===== config.mk =====
export PLATFORM = sky130hd
export DESIGN_NAME = pipe_ctl
export DESIGN_NICKNAME = d
export VERILOG_FILES = /design/src/rtl/pipe_ctl.sv
export SDC_FILE = /design/constraint.sdc
export NUM_CORES = 1
export LEC_CHECK = 0
export BUFFER_PORTS_ARGS = -buffer_cell sky130_fd_sc_hd__buf_2
export CAP_MARGIN = 20
export CELL_PAD_IN_SITES_DETAIL_PLACEMENT = 1
export CELL_PAD_IN_SITES_GLOBAL_PLACEMENT = 1
export CORE_MARGIN = 5
export CORE_UTILIZATION = 37
export CTS_CLUSTER_DIAMETER = 40
export DETAILED_ROUTE_END_ITERATION = 12
export PLACE_DENSITY_LB_ADDON = 0.1
export SLEW_MARGIN = 25
export SYNTH_ARGS = -nofsm -noshare
export SYNTH_HDL_FRONTEND = slang
export SYNTH_SLANG_ARGS = --single-unit
export TNS_END_PERCENT = 30

===== constraint.sdc =====
create_clock -name clk -period 2.7 [get_ports clk]
set_clock_uncertainty 0.2 [all_clocks]
set_input_delay 0.27 -clock clk [delete_from_list [all_inputs] [get_ports clk]]
set_output_delay 0.27 -clock clk [all_outputs]
set_load 0.03 [all_outputs]

===== src/rtl/pipe_ctl.sv =====
// Pipeline sequencer for the five-stage core: stall/clear control for IF, ID, EX and MEM.
// Ports: clk/clr (async active-high reset), ID source operands, EX dest info, multi/branch/mem-busy
//        hazard sources in; per-stage stall and clr, busy flag and saturating stall counter out.
// Stall/clr outputs are combinational (same-cycle effect); o_perf_stalls is registered.

`ifndef REG_IDX_W
`define REG_IDX_W 5
`endif
`ifndef DEST_SRC_W
`define DEST_SRC_W 2
`endif
`ifndef DEST_SRC_NONE
`define DEST_SRC_NONE 2'd0
`endif
`ifndef DEST_SRC_ALU
`define DEST_SRC_ALU 2'd1
`endif
`ifndef DEST_SRC_MEM
`define DEST_SRC_MEM 2'd2
`endif

module pipe_ctl #(
    parameter int FLUSH_CYCLES = 1,
    parameter int MULTI_CYCLES = 4,
    parameter int PERF_W       = 16
) (
    input  logic                   clk,
    input  logic                   clr,
    input  logic [`REG_IDX_W-1:0]  i_id_rs1,
    input  logic [`REG_IDX_W-1:0]  i_id_rs2,
    input  logic                   i_id_rs1_used,
    input  logic                   i_id_rs2_used,
    input  logic [`DEST_SRC_W-1:0] i_ex_dest_src,
    input  logic [`REG_IDX_W-1:0]  i_ex_dest_reg,
    input  logic                   i_ex_multi,
    input  logic                   i_branch_taken,
    input  logic                   i_mem_busy,
    output logic                   o_if_stall,
    output logic                   o_id_stall,
    output logic                   o_ex_stall,
    output logic                   o_mem_stall,
    output logic                   o_id_clr,
    output logic                   o_ex_clr,
    output logic                   o_mem_clr,
    output logic                   o_busy,
    output logic [PERF_W-1:0]      o_perf_stalls
);

    typedef enum logic [1:0] {
        RUN   = 2'd0,
        FLUSH = 2'd1,
        MULTI = 2'd2
    } state_t;

    // Counter reload values. The cycle in which the event is detected is
    // already the first cycle of the sequence, and the cycle with cnt==0 is
    // the last one, hence the "-2".
    localparam int FLUSH_LOAD_I = (FLUSH_CYCLES > 1) ? FLUSH_CYCLES - 2 : 0;
    localparam int MULTI_LOAD_I = (MULTI_CYCLES > 1) ? MULTI_CYCLES - 2 : 0;
    localparam logic [3:0] FLUSH_LOAD = FLUSH_LOAD_I[3:0];
    localparam logic [3:0] MULTI_LOAD = MULTI_LOAD_I[3:0];
    localparam bit FLUSH_MULTI = (FLUSH_CYCLES > 1);

    state_t            state;
    logic [3:0]        cnt;
    logic              br_pend;
    logic              multi_skip;   // blocks re-entry on the cycle after MULTI completes
    logic [PERF_W-1:0] perf;

    logic load_use;
    logic rs1_hit;
    logic rs2_hit;
    logic multi_go;
    logic branch_go;

    // Load-use: EX is a load whose result the ID instruction needs next cycle.
    // x0 is hardwired to zero so it never carries a dependency.
    assign rs1_hit  = i_id_rs1_used && (i_id_rs1 == i_ex_dest_reg);
    assign rs2_hit  = i_id_rs2_used && (i_id_rs2 == i_ex_dest_reg);
    assign load_use = (i_ex_dest_src == `DEST_SRC_MEM) &&
                      (i_ex_dest_reg != '0) &&
                      (rs1_hit || rs2_hit);

    assign multi_go = i_ex_multi && !multi_skip;

    // A branch (live or parked during a memory wait) is acted on in any state
    // except MULTI, where the branch input is ignored.
    assign branch_go = (state != MULTI) && (i_branch_taken || br_pend);

    // ------------------------------------------------------------------
    // Combinational stall / clear decode, in priority order:
    // reset > mem wait > branch > multi > load-use.
    // ------------------------------------------------------------------
    always_comb begin
        o_if_stall  = 1'b0;
        o_id_stall  = 1'b0;
        o_ex_stall  = 1'b0;
        o_mem_stall = 1'b0;
        o_id_clr    = 1'b0;
        o_ex_clr    = 1'b0;
        o_mem_clr   = 1'b0;

        if (clr) begin
            // Bubbles are loaded into ID/EX/MEM while reset is held.
            o_id_clr  = 1'b1;
            o_ex_clr  = 1'b1;
            o_mem_clr = 1'b1;
        end else if (i_mem_busy) begin
            o_if_stall  = 1'b1;
            o_id_stall  = 1'b1;
            o_ex_stall  = 1'b1;
            o_mem_stall = 1'b1;
        end else if (branch_go) begin
            o_id_clr = 1'b1;
            o_ex_clr = 1'b1;
        end else begin
            case (state)
                FLUSH: begin
                    o_id_clr = 1'b1;
                    o_ex_clr = 1'b1;
                end
                MULTI: begin
                    // EX holds the op; MEM gets bubbles meanwhile.
                    o_if_stall = 1'b1;
                    o_id_stall = 1'b1;
                    o_ex_stall = 1'b1;
                    o_mem_clr  = 1'b1;
                end
                default: begin
                    if (multi_go) begin
                        o_if_stall = 1'b1;
                        o_id_stall = 1'b1;
                        o_ex_stall = 1'b1;
                        o_mem_clr  = 1'b1;
                    end else if (load_use) begin
                        // Hold IF/ID one cycle and let a bubble into EX while
                        // the load moves on to MEM.
                        o_if_stall = 1'b1;
                        o_id_stall = 1'b1;
                        o_ex_clr   = 1'b1;
                    end
                end
            endcase
        end
    end

    assign o_busy        = !clr && ((state != RUN) || br_pend);
    assign o_perf_stalls = perf;

    // ------------------------------------------------------------------
    // State machine, pending-branch flag and stall counter.
    // ------------------------------------------------------------------
    always_ff @(posedge clk or posedge clr) begin
        if (clr) begin
            state      <= RUN;
            cnt        <= '0;
            br_pend    <= 1'b0;
            multi_skip <= 1'b0;
            perf       <= '0;
        end else begin
            if (o_if_stall && (perf != {PERF_W{1'b1}})) begin
                perf <= perf + 1'b1;
            end

            if (i_mem_busy) begin
                // Everything freezes; a branch resolved now is remembered and
                // its flush issued on the first cycle memory is ready.
                if (i_branch_taken && (state != MULTI)) begin
                    br_pend <= 1'b1;
                end
            end else if (branch_go) begin
                br_pend    <= 1'b0;
                multi_skip <= 1'b0;
                if (FLUSH_MULTI) begin
                    state <= FLUSH;
                    cnt   <= FLUSH_LOAD;
                end else begin
                    state <= RUN;
                    cnt   <= '0;
                end
            end else begin
                case (state)
                    FLUSH: begin
                        if (cnt == '0) begin
                            state <= RUN;
                        end else begin
                            cnt <= cnt - 1'b1;
                        end
                    end
                    MULTI: begin
                        if (cnt == '0) begin
                            state      <= RUN;
                            multi_skip <= 1'b1;
                        end else begin
                            cnt <= cnt - 1'b1;
                        end
                    end
                    default: begin
                        multi_skip <= 1'b0;
                        if (multi_go) begin
                            state <= MULTI;
                            cnt   <= MULTI_LOAD;
                        end
                    end
                endcase
            end
        end
    end

endmodule


Word-level counts from Yosys, hierarchy flattened:

Cells that the tools add are included.

* register bits: 24
* input bits: 24
* output and inout port bits: 24
* word-level logic and storage cells: 82

* add/subtract/negate cells: 2
* equality and inequality tests: 12
* muxes and demuxes: 38
* bitwise logic cells: 1
* reductions and logical operators: 24

Operators by type and width (count)
* 1-bit two-way mux: 26
* 16-bit by 1-bit adder with 16-bit output (second input constant): 1
* 4-bit two-way mux: 4
* 16-bit inequality test (second input constant): 1
* 5-bit equality test: 2
* 1-bit logical AND: 9
* 3-bit AND reduction: 3
* 2-bit two-way mux: 4
* 1-bit case mux with 2 select lines: 4
* 3-bit inequality test (second input constant): 2
* 5-bit nonzero test: 1
* 2-bit equality test (second input constant): 2
* 4-bit zero test: 1
* 2-bit inequality test (second input constant): 2
* 2-bit nonzero test: 2
* 4-bit by 1-bit subtractor with 4-bit output (second input constant): 1
* 1-bit logical OR: 3
* 3-bit by 1-bit inequality test with 1-bit output (second input constant): 1
* 3-bit nonzero test: 1
* 2-bit by 1-bit equality test with 1-bit output (second input constant): 1
* 1-bit zero test: 2
* 2-bit by 1-bit inequality test with 1-bit output (second input constant): 1
* 2-bit AND reduction: 1
* 2-bit OR reduction: 1
* 1-bit inverter: 1

Longest topological paths before layout:

Gate-level depths: netlist of run 1.

* depth after elaboration: 11
* gate-level depth with buffers: 8
* mapped depth without buffers: 7

Worst setup path after synthesis of run 1:

Ideal clock, no wire load.

* kind: reg-to-reg
* start point: register perf[0] (netlist: o_perf_stalls[0])
* end point: register perf[3] (netlist: o_perf_stalls[3])
* library setup time: 0.138 ns
* data arrival time: 1.972 ns
* data required time: 2.362 ns
* slack: 0.390 ns
* cell stages (with the launch flop): 9
* buffers on the path: 1
* clock period less this slack: 2.310 ns
* cell sequence: dfrtp_1 ha_1 and2_2 nand4_1 o31a_2 a21oi_4 buf_6 nor2_1 xor2_1

* longest elaborated chain between the ends: 2
* elaborated cells between the ends (all ways): 3
* those cells by class: add/sub (1); eq/ne (1); reduce/logical (1)

Ends and longest elaborated chain
* start: declaration: line 68 `logic [PERF_W-1:0] perf;`
* start signal: assignment: line 162 `perf <= perf + 1'b1;`
* branches (longest 2 deep; another with 16-bit by 1-bit adder with 16-bit output)

Several ways; the timed one is not identified.
A chain may end at the register's enable or synchronous reset.

Final worst setup path of run 1:

* start point: register perf[0] (netlist: o_perf_stalls[0])
* end point: register perf[1] (netlist: o_perf_stalls[1])

The elaborated chain is that of the path after synthesis.

==> parameters.txt, run 1 <==
Parameter                              Value

Floorplan
  Die Area ... 5300 µm²
  Number of rows created at floorplan ... 22
  IO Count ... 48
  Floorplan Core Area ... between 3000 and 4000 µm²
  Starting utilization of the core area ... 0.390
  Die extent in y ... 72.8 µm
  Width of the die ... 72.8 µm

Route
  Final routed wire length divided by cell count ... 14.3 µm
  Antenna-violating nets left ... 0
  Starting DRT DRC Count ... 15
  Detailed-route via count ... between 1000 and 1500
  Drt drc ... 0
  Number of optimization iterations in the first detailed-route pass ... 4
  Aggregate routed wire length ... 3670 µm
  Detailed-route vias per instance ... 5.02

Synth
  Cell count after synthesis ... roughly 160
  Primary FF master, synth ... dfrtp_1
  Number of distinct library cells after synthesis ... 38
  Flip-flop and latch count after synthesis ... 23
  Synth async-reset ratio ... 1.00
  Number of nets produced by synthesis ... 185
  Top cells by area in the synthesized netlist ... dfrtp_1, xor2_1, xnor2_1
  Cell area after synthesis ... 1460 µm²
  Dominant cell type by area after synthesis ... dfrtp_1
  EDFF count, synth ... 0
  Area share of the largest cell type after synthesis ... 0.394
  Yosys warns ... 0
  Sequential element share of the synthesized area ... 0.394
  Post-synthesis average cell area ... 9.24 µm²

Layout
  Final instance count without filler cells ... ~260
  Final core occ ... 0.478
  Final design area excluding fillers ... 1790 µm²
  Antenna diode count ... 0
  Layout Area Growth over Synthesis ... 22.5%
  Fraction of layout instances using a drive strength above 1 ... 0.332
  Post-layout nets ... 236

Hold path
  Worst hold-check path type ... input port to register

Clock network
  Maximum clock path buffer count ... 2
  Sinks on the clock net ... 23
  TritonCTS clock tree ... yes
  Clk Latency, worst-skew pair ... 0.26 ns
  Clock slew at the register clock pins of the worst setup and hold paths ... ~0.08 ns
  Number of clock buffers inserted by TritonCTS ... 3
  Root buf cell ... clkbuf_8
  Max H-tree Level ... 1
  Post-CTS Setup Repair Bufs ... 0

Placed design
  Count of input and output buffers ... 47
  Placed cells ... ~250
  Minimum setup slack after placement ... roughly 0.22 ns
  Last weighted congestion value of the routability-driven placer ... 0.756
  Placed standard-cell area ... 1730 µm²
  Sum of net half-perimeters after detailed placement ... 3030 µm

STA
  Clock period minus worst slack ... 2.49 ns
  Actual transition at the worst max-transition pin ... 0.518 ns
  Count of final setup violators ... 0
  Max-slew headroom ... 0.654
  Worst slack on hold paths ... 0.111 ns
  Count of final hold-check violations ... 0
  Peak Freq ... 402 MHz
  Sum of negative setup slack ... 0 ns
  Slew Limit Fails ... 0
  Unrepaired setup endpoints after global routing ... no
  Worst setup slack after layout ... 0.215 ns
  Final cycle utilization of the critical path ... 0.920

Pwr
  Reported leakage power ... 0.898 nW
  Power density relative to cell area ... 787 nW/µm²
  VDD IR-drop max ... 0.481 mV
  Total power ... 1.41 mW

Worst setup path
  Critical path arrival ... around 2.4 ns
  Worst EP required ... 2.65 ns
  Type of origin of the critical path ... register
  Crit Path Max Fanout ... 16
  Category of the worst setup path capture point ... register
  Crit Path Category ... register to register

Global route
  Overflow after GRT ... 0
  Number of antenna violations at the first check in global routing ... 0
  Global routing usage summed across all routing layers ... 0.145
  Wire length of the first global-routing pass ... 6310 µm
  Maximum number of pins on one net before global-route repair ... 24
  Number of global-route vias before repair ... 1402

Status
  Status ... finished, final reports clean

Run
  Count of max-cap constraint violations ... 0
==> critical path: stages, from the launching register on <==
cell and delay (ns):
dfrtp_1 0.42, ha_1 0.20, and2_2 0.17, nand4_1 0.17, o31a_2 0.39, a21oi_4 0.43, mux2_2 0.39
==> Yosys cell counts (3+ instances only) <==
master,count
o21ai_0,7
dfrtp_1,23
nand4_1,4
a21oi_1,7
nand2_1,12
nor2b_1,3
ha_1,3
xor2_1,12
nor2_1,24
inv_1,8
xnor2_1,11
nand3_1,9
nor3_1,5
==> layout make-up <==
cell class / instances / area, µm²
clock inverters: 1 / 5.00
well taps: 48 / 60.1
clock buffers: 3 / 41.3
fillers: 476 / 1950
multi-input cells: 124 / 825
flip-flops and latches: 23 / 576
inverters: 8 / 30.0
repair buffers: 49 / 253
==> registers in the layout, summed over array words and instances (netlist names) <==
| name | cells |
|---|---|
| state | 1 |
| o_perf_stalls | 16 |
| cnt | 4 |
| multi_skip | 1 |
| br_pend | 1 |
==> final timing paths <==
check / start / to / slack [ns] / cells past startpoint
max: o_perf_stalls[0] / o_perf_stalls[1] / 0.21 / 6
min: i_branch_taken / br_pend / 0.11 / 3
max reg2reg: o_perf_stalls[0] / o_perf_stalls[1] / 0.21 / 6
min reg2reg: cnt[3] / cnt[3] / 0.30 / 1
max in group asynchronous: clr / o_perf_stalls[8] / 1.59 / 4
min in group asynchronous: clr / o_perf_stalls[14] / 0.47 / 4
==> cell families (layout without fill, tap and decap cells) <==
logic type,after synthesis,after routing,share of synthesized area
muxes,1,1,0.00771
and+or+nand+nor,72,72,0.266
xor gates and xnor gates,23,23,0.138
adders and majority gates,3,3,0.0257
DFF,23,23,0.394
buffers and inverters,11,61,0.0411
AOI/OAI and AO/OA,25,25,0.127
==> layout by cell type, fill, tap and decap left out, drive strengths merged, types with 2 or more instances in the layout <==
| cell type | instances |
|---|---|
| buf | 48 |
| xnor2 | 11 |
| nor2b | 3 |
| and4 | 2 |
| xor2 | 12 |
| nor3 | 6 |
| ha | 3 |
| nor2 | 24 |
| or3 | 2 |
| a21oi | 9 |
| and3 | 2 |
| nand4 | 4 |
| and2 | 3 |
| nand3 | 9 |
| o22ai | 2 |
| inv | 8 |
| clkbuf | 3 |
| o21ai | 9 |
| nand2 | 12 |
| dfrtp | 23 |
==> report_power, final <==
group          internal (mW)  switching [mW]
Sequential             0.434           0.112
Combinational          0.229           0.420
Clock                  0.103           0.110
==> timing repair <==
item,CTS,global route
resized for setup,0,0
endpoints found under the hold margin,23,0
hold buffers,1,0
==> layer usage <==
metal,vias up,track usage,share of wire
li1,643,-,-
met1,611,0.179,0.44
met2,30,0.268,0.50
met3,2,0.0207,0.057
met4,0,0.0246,0.0052
met5,-,0,0
Note: power is estimated with default switching activity, not from simulation.
==> inputs of run 2 (changes only) <==
--- a/config.mk
+++ b/config.mk
@@ -14,6 +14,7 @@
 export CTS_CLUSTER_DIAMETER = 40
 export DETAILED_ROUTE_END_ITERATION = 12
 export PLACE_DENSITY_LB_ADDON = 0.1
+export RECOVER_POWER = 25
 export SLEW_MARGIN = 25
 export SYNTH_ARGS = -nofsm -noshare
 export SYNTH_HDL_FRONTEND = slang
==> run 2 against run 1 <==
Maximum frequency unchanged. Sequential cell count unchanged. Critical path depth unchanged. Core utilization down 0.13 points. Register-to-register slack about the same. Sequential share of layout area up 0.090 points. Critical path type unchanged. Critical endpoint unchanged. Largest power group unchanged. Highest routed layer unchanged.
==> parameters.txt, run 2 (synthesized netlist as in run 1, its figures left out) <==
Parameter                              Value

Status
  Status ... finished, final reports clean (unchanged)

STA
  Final cycle utilization of the critical path ... 0.920 (unchanged)
  Unrepaired setup endpoints after global routing ... no (unchanged)
  Sum of negative setup slack ... 0 ns (unchanged)
  Slew Limit Fails ... 0 (unchanged)
  Count of final setup violators ... 0 (unchanged)
  Peak Freq ... 402 MHz (unchanged)
  Clock period minus worst slack ... 2.49 ns (unchanged)
  Count of final hold-check violations ... 0 (unchanged)
  Worst slack on hold paths ... 0.111 ns (unchanged)
  Max-slew headroom ... 0.156 (was 0.654)
  Actual transition at the worst max-transition pin ... 1.27 ns (was 0.518 ns)

Layout
  Top library cells by usage in the layout, fill and taps aside ... buf_2, nor2_1, dfrtp_1 (unchanged)
  Most common cell after layout, fill and taps aside ... buf_2 (unchanged)
  Fraction of layout instances using a drive strength above 1 ... 0.322 (was 0.332)
  Antenna diode count ... 0 (unchanged)
  Layout Area Growth over Synthesis ... 22.2% (was 22.5%)
  Post-layout nets ... 236 (unchanged)
  Max FFs per register ... 16 (unchanged)

Clock network
  Post-CTS Setup Repair Bufs ... 0 (unchanged)
  Clock slew at the register clock pins of the worst setup and hold paths ... 0.08 ns (about the same)
  Cts repair resizes ... 0 (unchanged)
  Clk Latency, worst-skew pair ... 0.26 ns (about the same)
  Root buf cell ... clkbuf_8 (unchanged)
  TritonCTS clock tree ... yes (unchanged)
  Number of clock buffers inserted by TritonCTS ... 3 (unchanged)
  Maximum clock path buffer count ... 2 (unchanged)
  Number of hold buffers added after cts ... 1 (unchanged)
  Sinks on the clock net ... 23 (unchanged)
  Max H-tree Level ... 1 (unchanged)

Pwr
  Internal ... 765 µW (was 766 µW)
  Sw Ratio ... 0.456 (about the same)
  Logic pwr share ... 0.461 (about the same)
  Power density relative to cell area ... 789 nW/µm² (was 787 nW/µm²)
  Reported leakage power ... 0.892 nW (was 0.898 nW)
  Power dissipated by switching net loads ... 642 µW (about the same)
  Part of the total power dissipated in the clock network ... 0.151 (about the same)
  Part of the power in registers ... 0.388 (about the same)
  VDD IR-drop max ... 0.481 mV (about the same)

Route
  Drt drc ... 0 (unchanged)
  Number of optimization iterations in the first detailed-route pass ... 3 (was 4)
  Met1 routed wirelength after detailed routing ... 1620 µm (unchanged)
  Metal3 WL ... 209 µm (unchanged)
  Starting DRT DRC Count ... 13 (was 15)
  Detailed-route via count ... 1285 (was 1286)
  Antenna-violating nets left ... 0 (unchanged)
  Amount of wire on met2 after detailed routing ... 1820 µm (about the same)
  Final routed wire length divided by cell count ... 14.3 µm (about the same)
  Aggregate routed wire length ... 3670 µm (about the same)
  Detailed-route vias per instance ... 5.02 (about the same)
  Highest Signal Layer ... met4 (unchanged)

Worst setup path
  Type of origin of the critical path ... register (unchanged)
  CP Launch Point ... o_perf_stalls[0] (unchanged)
  Category of the worst setup path capture point ... register (unchanged)
  Crit Path Category ... register to register (unchanged)
  Cell breakdown of the critical path ... ha_1, and2_2, nand4_1, o31a_2, a21oi_4, mux2_2 (unchanged)
  Category of cells accounting for the largest share of critical-path delay ... compound AO/OA/AOI/OAI gates (unchanged)
  Critical path buffers and inverters ... 0 (unchanged)
  Reg-to-reg startpoint ... o_perf_stalls[0] (unchanged)
  Critical path arrival ... 2.44 ns (about the same)
  Cell with the largest stage delay on the worst path ... a21oi_4 (unchanged)
  Worst stage delay on the critical path ... 0.43 ns (about the same)
  Crit Path Max Fanout ... 16 (unchanged)
  Worst EP required ... 2.65 ns (about the same)

Placed design
  Count of input and output buffers ... 47 (unchanged)
  Last weighted congestion value of the routability-driven placer ... 0.756 (unchanged)
  Sum of net half-perimeters after detailed placement ... 3030 µm (unchanged)

Global route
  Number of antenna violations at the first check in global routing ... 0 (unchanged)
  Overflow after GRT ... 0 (unchanged)
  Global routing usage summed across all routing layers ... 0.145 (unchanged)
  Wire length of the first global-routing pass ... 6310 µm (unchanged)
  Maximum number of pins on one net before global-route repair ... 24 (unchanged)
  Number of global-route vias before repair ... 1402 (unchanged)

Hold path
  Worst hold-check path type ... input port to register (unchanged)
  Worst Min Path Start ... i_branch_taken (unchanged)

Floorplan
  Die Area ... 5300 µm² (unchanged)
  Width of the die ... 72.8 µm (unchanged)
  Number of rows created at floorplan ... 22 (unchanged)
  IO Count ... 48 (unchanged)
  Starting utilization of the core area ... 0.390 (unchanged)
  Die extent in y ... 72.8 µm (unchanged)
  Floorplan Core Area ... 3740 µm² (unchanged)

Run
  Count of max-cap constraint violations ... 0 (unchanged)
-- run 2: changes by cell type in the layout (fill, tap and decap cells not counted) --
cell	previous run	this run
clkbuf_1	0	2
buf_2	47	46
buf_4	1	0
-- run 2: per-layer routing --
metal	track usage	up-vias
li1	-	643
met1	0.179	610
met2	0.268	30
met3	0.0207	2
met4	0.0246	0
met5	0	-
-- run 2: through the flow --
step	util	setup slack, ns	cells	power (mW)	area [µm²]
after detailed placement	0.463	0.217	251	1.21	1730
final	0.477	0.215	256	1.41	1780
after global routing	0.477	0.108	256	1.52	1780
after global placement	0.463	0.328	251	1.18	1730
after floorplan	-	0.390	158	1.03	1460
after CTS	0.478	0.207	256	1.43	1790
-- run 2: layout make-up --
| class | count | area (µm²) |
|---|---|---|
| Fill cell | 479 | 1960 |
| Tap cell | 48 | 60.1 |
| Clock buffer | 3 | 41.3 |
| Sequential cell | 23 | 576 |
| Clock inverter | 1 | 5.00 |
| Timing Repair Buffer | 49 | 248 |
| Multi-Input combinational cell | 124 | 825 |
| Inverter | 8 | 30.0 |
-- run 2: power by group through the flow --
stage,Clock (mW),Combinational (mW),Sequential (mW)
after floorplan,0,0.415,0.614
after global routing,0.239,0.717,0.564
after detailed placement,0,0.656,0.554
final,0.213,0.648,0.546
after global placement,0,0.632,0.545
after CTS,0.218,0.662,0.547
-- run 2: final timing paths --
check | slack, ns | endpoint | cells after the start
worst max-delay path | 0.21 | o_perf_stalls[1] | 6
worst min-delay path | 0.11 | br_pend | 3
worst max register to register | 0.21 | o_perf_stalls[1] | 6
worst min register to register | 0.30 | cnt[3] | 1
max in group asynchronous | 0.67 | o_perf_stalls[8] | 4
min in group asynchronous | 0.89 | o_perf_stalls[14] | 4
-- run 2: worst reg2reg max path, cell delays in order, from the launching register on --
cell	delay, ns
dfrtp_1	0.42
ha_1	0.20
and2_2	0.17
nand4_1	0.17
o31a_2	0.39
a21oi_4	0.43
mux2_2	0.40
